**src/rtl/branch_hazard_ctrl_pkg.sv**
```systemverilog
// Shared types and constants for the ID-stage branch hazard/forwarding controller.
// Holds the forward-select encodings, the EX/MEM/WB tag entry and the tag-match helper.
package branch_hazard_ctrl_pkg;

    localparam int TAG_W = 5;

    localparam logic [1:0] FWD_RF    = 2'b00;
    localparam logic [1:0] FWD_EXMEM = 2'b10;
    localparam logic [1:0] FWD_MEMWB = 2'b01;

    typedef struct packed {
        logic             valid;
        logic [TAG_W-1:0] rd;
        logic             we;
        logic             ld;
    } tag_t;

    localparam tag_t TAG_BUBBLE = '{valid: 1'b0, rd: {TAG_W{1'b0}}, we: 1'b0, ld: 1'b0};

    // x0 is hardwired to zero, so a write to it never produces a hazard.
    function automatic logic tag_hit(
        input logic             valid,
        input logic             we,
        input logic [TAG_W-1:0] rd,
        input logic [TAG_W-1:0] src
    );
        return valid & we & (rd == src) & (src != {TAG_W{1'b0}});
    endfunction

endpackage

```
**src/rtl/branch_hazard_ctrl_opchk.sv**
```systemverilog
// Per-operand hazard check for the branch comparator: decides stall and forward
// select for one source index against the EX/MEM/WB tags, youngest entry first.
module branch_hazard_ctrl_opchk
    import branch_hazard_ctrl_pkg::*;
(
    input  logic             en,
    input  logic [TAG_W-1:0] src,
    input  tag_t             ex_tag,
    input  tag_t             mem_tag,
    input  tag_t             wb_tag,
    output logic             stall,
    output logic [1:0]       sel
);

    logic ex_hit_s;
    logic mem_hit_s;
    logic wb_hit_s;
    logic unused_ld_s;

    assign ex_hit_s    = tag_hit(ex_tag.valid,  ex_tag.we,  ex_tag.rd,  src);
    assign mem_hit_s   = tag_hit(mem_tag.valid, mem_tag.we, mem_tag.rd, src);
    assign wb_hit_s    = tag_hit(wb_tag.valid,  wb_tag.we,  wb_tag.rd,  src);
    assign unused_ld_s = ex_tag.ld ^ wb_tag.ld;

    // Priority resolution: EX producer or MEM load cannot feed the ID comparator yet.
    always_comb begin
        stall = 1'b0;
        sel   = FWD_RF;
        if (!en) begin
            stall = 1'b0;
            sel   = FWD_RF;
        end else if (ex_hit_s) begin
            stall = 1'b1;
            sel   = FWD_RF;
        end else if (mem_hit_s && mem_tag.ld) begin
            stall = 1'b1;
            sel   = FWD_RF;
        end else if (mem_hit_s) begin
            stall = 1'b0;
            sel   = FWD_EXMEM;
        end else if (wb_hit_s) begin
            stall = 1'b0;
            sel   = FWD_MEMWB;
        end else begin
            stall = 1'b0;
            sel   = FWD_RF;
        end
    end

endmodule

```
**src/rtl/branch_hazard_ctrl.sv**
```systemverilog
// Branch/JALR operand hazard and forwarding controller for the ID-stage comparator.
// Optional stall performance counter is built when BRANCH_HAZ_PERF_EN is defined.
module branch_hazard_ctrl
    import branch_hazard_ctrl_pkg::*;
#(
    parameter int XLEN_TAG = TAG_W,
    parameter int CNT_W    = 16
) (
    input  logic                CLK,
    input  logic                RST,
    input  logic                ext_hold,
    input  logic                id_valid,
    input  logic                id_is_branch,
    input  logic                id_uses_rs2,
    input  logic [XLEN_TAG-1:0] id_rs1,
    input  logic [XLEN_TAG-1:0] id_rs2,
    input  logic [XLEN_TAG-1:0] id_rd,
    input  logic                id_reg_write,
    input  logic                id_mem_read,
    input  logic                id_flush,
    output logic [1:0]          forwardA,
    output logic [1:0]          forwardB,
    output logic                stall,
    output logic [CNT_W-1:0]    stall_cnt
);

    tag_t ex_r;
    tag_t mem_r;
    tag_t wb_r;
    tag_t id_tag_s;

    logic       chk_a_en_s;
    logic       chk_b_en_s;
    logic       stall_a_s;
    logic       stall_b_s;
    logic [1:0] sel_a_s;
    logic [1:0] sel_b_s;
    logic       stall_s;

    // A held pipeline or a non-branch in ID leaves the comparator path idle.
    assign chk_a_en_s = id_valid & id_is_branch & ~ext_hold;
    assign chk_b_en_s = chk_a_en_s & id_uses_rs2;

    branch_hazard_ctrl_opchk u_chk_rs1 (
        .en      (chk_a_en_s),
        .src     (id_rs1),
        .ex_tag  (ex_r),
        .mem_tag (mem_r),
        .wb_tag  (wb_r),
        .stall   (stall_a_s),
        .sel     (sel_a_s)
    );

    branch_hazard_ctrl_opchk u_chk_rs2 (
        .en      (chk_b_en_s),
        .src     (id_rs2),
        .ex_tag  (ex_r),
        .mem_tag (mem_r),
        .wb_tag  (wb_r),
        .stall   (stall_b_s),
        .sel     (sel_b_s)
    );

    assign stall_s  = stall_a_s | stall_b_s;
    assign stall    = stall_s;
    assign forwardA = sel_a_s;
    assign forwardB = sel_b_s;

    // Tag presented to EX: a stalled or flushed ID instruction becomes a bubble.
    always_comb begin
        id_tag_s = TAG_BUBBLE;
        if (id_valid && !stall_s && !id_flush) begin
            id_tag_s.valid = 1'b1;
            id_tag_s.rd    = id_rd;
            id_tag_s.we    = id_reg_write;
            id_tag_s.ld    = id_mem_read;
        end else begin
            id_tag_s = TAG_BUBBLE;
        end
    end

    // Tag pipeline advance; reset outranks the global hold.
    always_ff @(posedge CLK) begin
        if (RST) begin
            ex_r  <= TAG_BUBBLE;
            mem_r <= TAG_BUBBLE;
            wb_r  <= TAG_BUBBLE;
        end else if (ext_hold) begin
            ex_r  <= ex_r;
            mem_r <= mem_r;
            wb_r  <= wb_r;
        end else begin
            wb_r  <= mem_r;
            mem_r <= ex_r;
            ex_r  <= id_tag_s;
        end
    end

`ifdef BRANCH_HAZ_PERF_EN
    logic [CNT_W-1:0] stall_cnt_r;

    // Saturating count of stalled, non-held cycles.
    always_ff @(posedge CLK) begin
        if (RST) begin
            stall_cnt_r <= {CNT_W{1'b0}};
        end else if (!ext_hold && stall_s && (stall_cnt_r != {CNT_W{1'b1}})) begin
            stall_cnt_r <= stall_cnt_r + {{(CNT_W-1){1'b0}}, 1'b1};
        end else begin
            stall_cnt_r <= stall_cnt_r;
        end
    end

    assign stall_cnt = stall_cnt_r;
`else
    assign stall_cnt = {CNT_W{1'b0}};
`endif

endmodule

```
**config.mk**
```make
export PLATFORM = sky130hd
export DESIGN_NAME = branch_hazard_ctrl
export DESIGN_NICKNAME = d
export VERILOG_FILES = /design/src/rtl/branch_hazard_ctrl_pkg.sv /design/src/rtl/branch_hazard_ctrl_opchk.sv /design/src/rtl/branch_hazard_ctrl.sv
export SDC_FILE = /design/constraint.sdc
export NUM_CORES = 1
export LEC_CHECK = 0
export ABC_AREA = 1
export BUFFER_PORTS_ARGS = -buffer_cell sky130_fd_sc_hd__buf_2
export CORE_MARGIN = 2
export CORE_UTILIZATION = 25
export CTS_BUF_LIST = sky130_fd_sc_hd__clkbuf_4
export CTS_CLUSTER_SIZE = 24
export DETAILED_ROUTE_END_ITERATION = 12
export GPL_TIMING_DRIVEN = 0
export PLACE_DENSITY = 0.56
export SYNTH_ARGS = -nofsm -noshare
export SYNTH_HDL_FRONTEND = slang
export SYNTH_SLANG_ARGS = --single-unit
export TNS_END_PERCENT = 30
```
**constraint.sdc**
```tcl
create_clock -name CLK -period 1.4 [get_ports CLK]
set_input_delay 0.14 -clock CLK [delete_from_list [all_inputs] [get_ports CLK]]
set_output_delay 0.14 -clock CLK [all_outputs]
set_load 0.02 [all_outputs]
```
==> summary.txt <==
Placement
  – DP Cell Count: 346
  – Dpl hpwl: 3.31 mm
  – Global placement routability congestion: between 0.8 and 0.9
  – Count of input and output buffers: 27

Detailed routing
  – First-pass DRT Iterations: 4
  – Vias per cell: about 4.4
  – Antenna-violating nets left: 0
  – Routed via count: 1579
  – DRC: 0
  – Post-Route WL: between 4 and 5 mm
  – Initial DRC count: 50
  – WL/cell: 11.6 um

Logic synthesis
  – Post-synthesis compound-gate area fraction: 0.129
  – Multiplexer area fraction after synthesis: 0
  – Most frequently used cell type in the post-synthesis netlist: nand2_1
  – Cell area after synthesis: 0.00153 mm2
  – Async set or reset register ratio after synthesis: 0
  – Synth warn: 0
  – Synth Instances: around 230
  – Area share of fa/ha/maj cells after synthesis: 0
  – Synth top area share: 0.301
  – Biggest area consumer among synthesized cells: dfxtp_1
  – Post-synth EDFFs: 0
  – Number of synthesized register bits: 23
  – Average size of a mapped cell: 6.68 um2
  – Post-synthesis simple-gate area fraction: 0.338
  – Ys flop type: dfxtp_1
  – Sequential fraction of the synthesis area: 0.301
  – Area contributors post-synth: dfxtp_1, nand2_1, buf_4
  – Largest family of logic cells by synthesized area: simple AND/OR/NAND/NOR gates
  – XOR/XNOR Fraction of Synth Area: 0.0859
  – Synth cell types: 30
  – Synth cell count leaders: nand2_1, nor2_1, dfxtp_1

STA
  – Fin crit period: 1.65 ns
  – Max Slew Vio Count: 0
  – Final Cycle Share: 1.18
  – Setup TNS: -2.31 ns
  – Setup WS post-layout: -0.246 ns
  – RSZ-0062 raised after global routing: yes
  – Final hold vios: 0
  – Final-report setup violation count: 13
  – FMAX: between 600 and 700 MHz
  – Final Hold Slack: approximately 0.054 ns
  – Clock skew: 0.00800 ns

Critical path
  – CP Capture Type: primary output
  – Worst setup SP type: register
  – Top cell family by delay on the critical path: simple AND/OR/NAND/NOR gates
  – Most Frequent Cell on Critical Path: nand2_2
  – Crit path kind: reg -> out
  – CP arrival: ~1.5 ns
  – Crit path buf inv count: 2
  – Worst path max stage delay: 0.40 ns
  – CP max-delay cell: dfxtp_4
  – CP Cell Sequence: inv_2 -> a21oi_2 -> nand2_1 -> nor2_2 -> nand2_2 -> nand2_2 -> nand3_2 -> nand2_2 -> buf_6
  – Worst-path fanout max: 4
  – CP required: 1.26 ns

Power and ir drop
  – Switching part of the total: 0.304
  – Clock power frac: 0.238
  – P_int: 0.931 mW
  – Switch Pwr: 0.406 mW
  – Static Leak: ~0.93 nW
  – Sequential Power Share: 0.525
  – Worst vdd ir: 0.336 mV
  – Pwr/cell area: 653 mW/mm2
  – Logic pwr share: 0.236

Final layout
  – Layout cells sized above 1: 0.417
  – Diodes inserted: 0
  – Layout area overhead: 34.0%
  – Final Util: 0.346
  – Non-Filler Instances: 358
  – Final Net Count: 308
  – # fillers: 640
  – Area occupied by multi-input gates: 995 um2
  – Reg area: roughly 500 um2

Floorplanning
  – DIE AREA: between 0.006 and 0.007 mm2
  – Die Height: 82.2 um
  – Die width: 82.2 um
  – Core area: 0.00592 mm2
  – # rows: 28
  – Top Ports: 45
  – Starting Density: 0.258

GRT
  – First-pass GRT wire length: 6.68 mm
  – Pin count of the biggest net entering global routing: 13
  – Remaining global-route overflow: 0
  – Initial antenna violation count: 0
  – Total GRT Usage: 0.129
  – Vias in the first global route: 1471

Min path
  – Hold Path Class: in -> reg

Clocking
  – Sinks on Clock Net: 23
  – CTS tree: done
  – Deepest clock path buffer count: 2
  – Clock root buffer: clkbuf_4
  – Worst-path clk slew: 0.12 ns
  – CTS Buf Count: 3
  – H-Tree Depth: 1
  – Worst skew pair latency: roughly 0.30 ns

Flow run
  – Max-cap violations: 0

Outcome
  – Status: complete, but fails checks
  – Violations in the final reports: setup timing
## power by group through the flow
stage	combinational [mW]	sequential (mW)	clock, mW
after floorplan	0.213	0.711	0
after global placement	0.289	0.721	0
after detailed placement	0.291	0.721	0
after CTS	0.303	0.704	0.336
after global routing	0.353	0.706	0.362
final	0.316	0.702	0.319
## layout make-up
type | count | share of cell area
multi-input combinational | 179 | 0.486
sequential | 23 | 0.244
timing repair buffer | 35 | 0.103
buffer | 22 | 0.0703
tap | 75 | 0.0458
inverter | 20 | 0.0367
clock buffer | 4 | 0.0147
## per-layer routing
metal,global-route usage,routed length [um],share of wire,up-vias
met5,0,0,0,-
li1,-,-,-,829
met4,0.0317,53,0.013,0
met1,0.184,2070,0.50,690
met3,0.0163,272,0.066,6
met2,0.206,1740,0.42,54
## state kept, by name, indices dropped and copies added, names as in the netlist
register and count:
ex_r 8, mem_r 8, wb_r 7
## through the flow
step	setup slack (ns)	total power, mW	area, um2
6_report	-0.246	1.34	2050
5_1_grt	-0.386	1.42	2050
4_1_cts	-0.267	1.34	1990
3_5_place_dp	-0.116	1.01	1820
3_3_place_gp	-0.0610	1.01	1820
2_1_floorplan	-0.00787	0.924	1590
## what timing repair did
item | 4_1_cts | 5_1_grt
endpoints found under the setup margin | 13 | 13
buffers inserted | 8 | 0
hold buffers | 0 | 0
pin swaps | 16 | 7
gates resized for setup | 41 | 17
## cell families after synthesis
kind of cell | count (synthesis)
AND/OR/NAND/NOR | 116
buffers and inverters | 42
AO/OA/AOI/OAI | 32
flip-flops | 23
other | 1
XOR/XNOR | 15
## cells in the final DEF (no fill, tap or decap), types with 2 or more instances in the layout
cell type | synthesis | layout
a21oi_1 | 16 | 14
dfxtp_2 | 0 | 10
dfxtp_1 | 23 | 6
nand2_1 | 61 | 52
inv_1 | 12 | 7
a21oi_2 | 0 | 2
dfxtp_4 | 0 | 7
clkbuf_1 | 3 | 3
o2111ai_1 | 2 | 2
nand4_1 | 8 | 8
nand2_4 | 1 | 2
buf_2 | 1 | 23
a211oi_1 | 10 | 10
xnor2_1 | 8 | 6
nor2_1 | 26 | 21
nor4_2 | 0 | 2
nor2_2 | 1 | 6
buf_4 | 16 | 28
buf_1 | 2 | 2
nand2_2 | 2 | 10
clkbuf_4 | 0 | 4
xnor2_2 | 0 | 2
inv_2 | 8 | 13
xor2_1 | 7 | 7
conb_1 | 1 | 16
nand3_2 | 2 | 3
nand3_1 | 8 | 7
## worst paths after layout
| path | slack [ns] | depth (start not counted) | endpoint | from |
|---|---|---|---|---|
| min | 0.05 | 2 | mem_r[6]$_SDFFE_PP0N_ | RST |
| min reg2reg | 0.48 | 2 | wb_r[1]$_SDFFE_PP0N_ | wb_r[1]$_SDFFE_PP0N_ |
| max | -0.25 | 9 | stall | mem_r[3]$_SDFFE_PP0N_ |
| max reg2reg | -0.18 | 11 | ex_r[1]$_SDFFE_PP0N_ | mem_r[3]$_SDFFE_PP0N_ |
No activity file was read; power rests on OpenSTA's default activity.
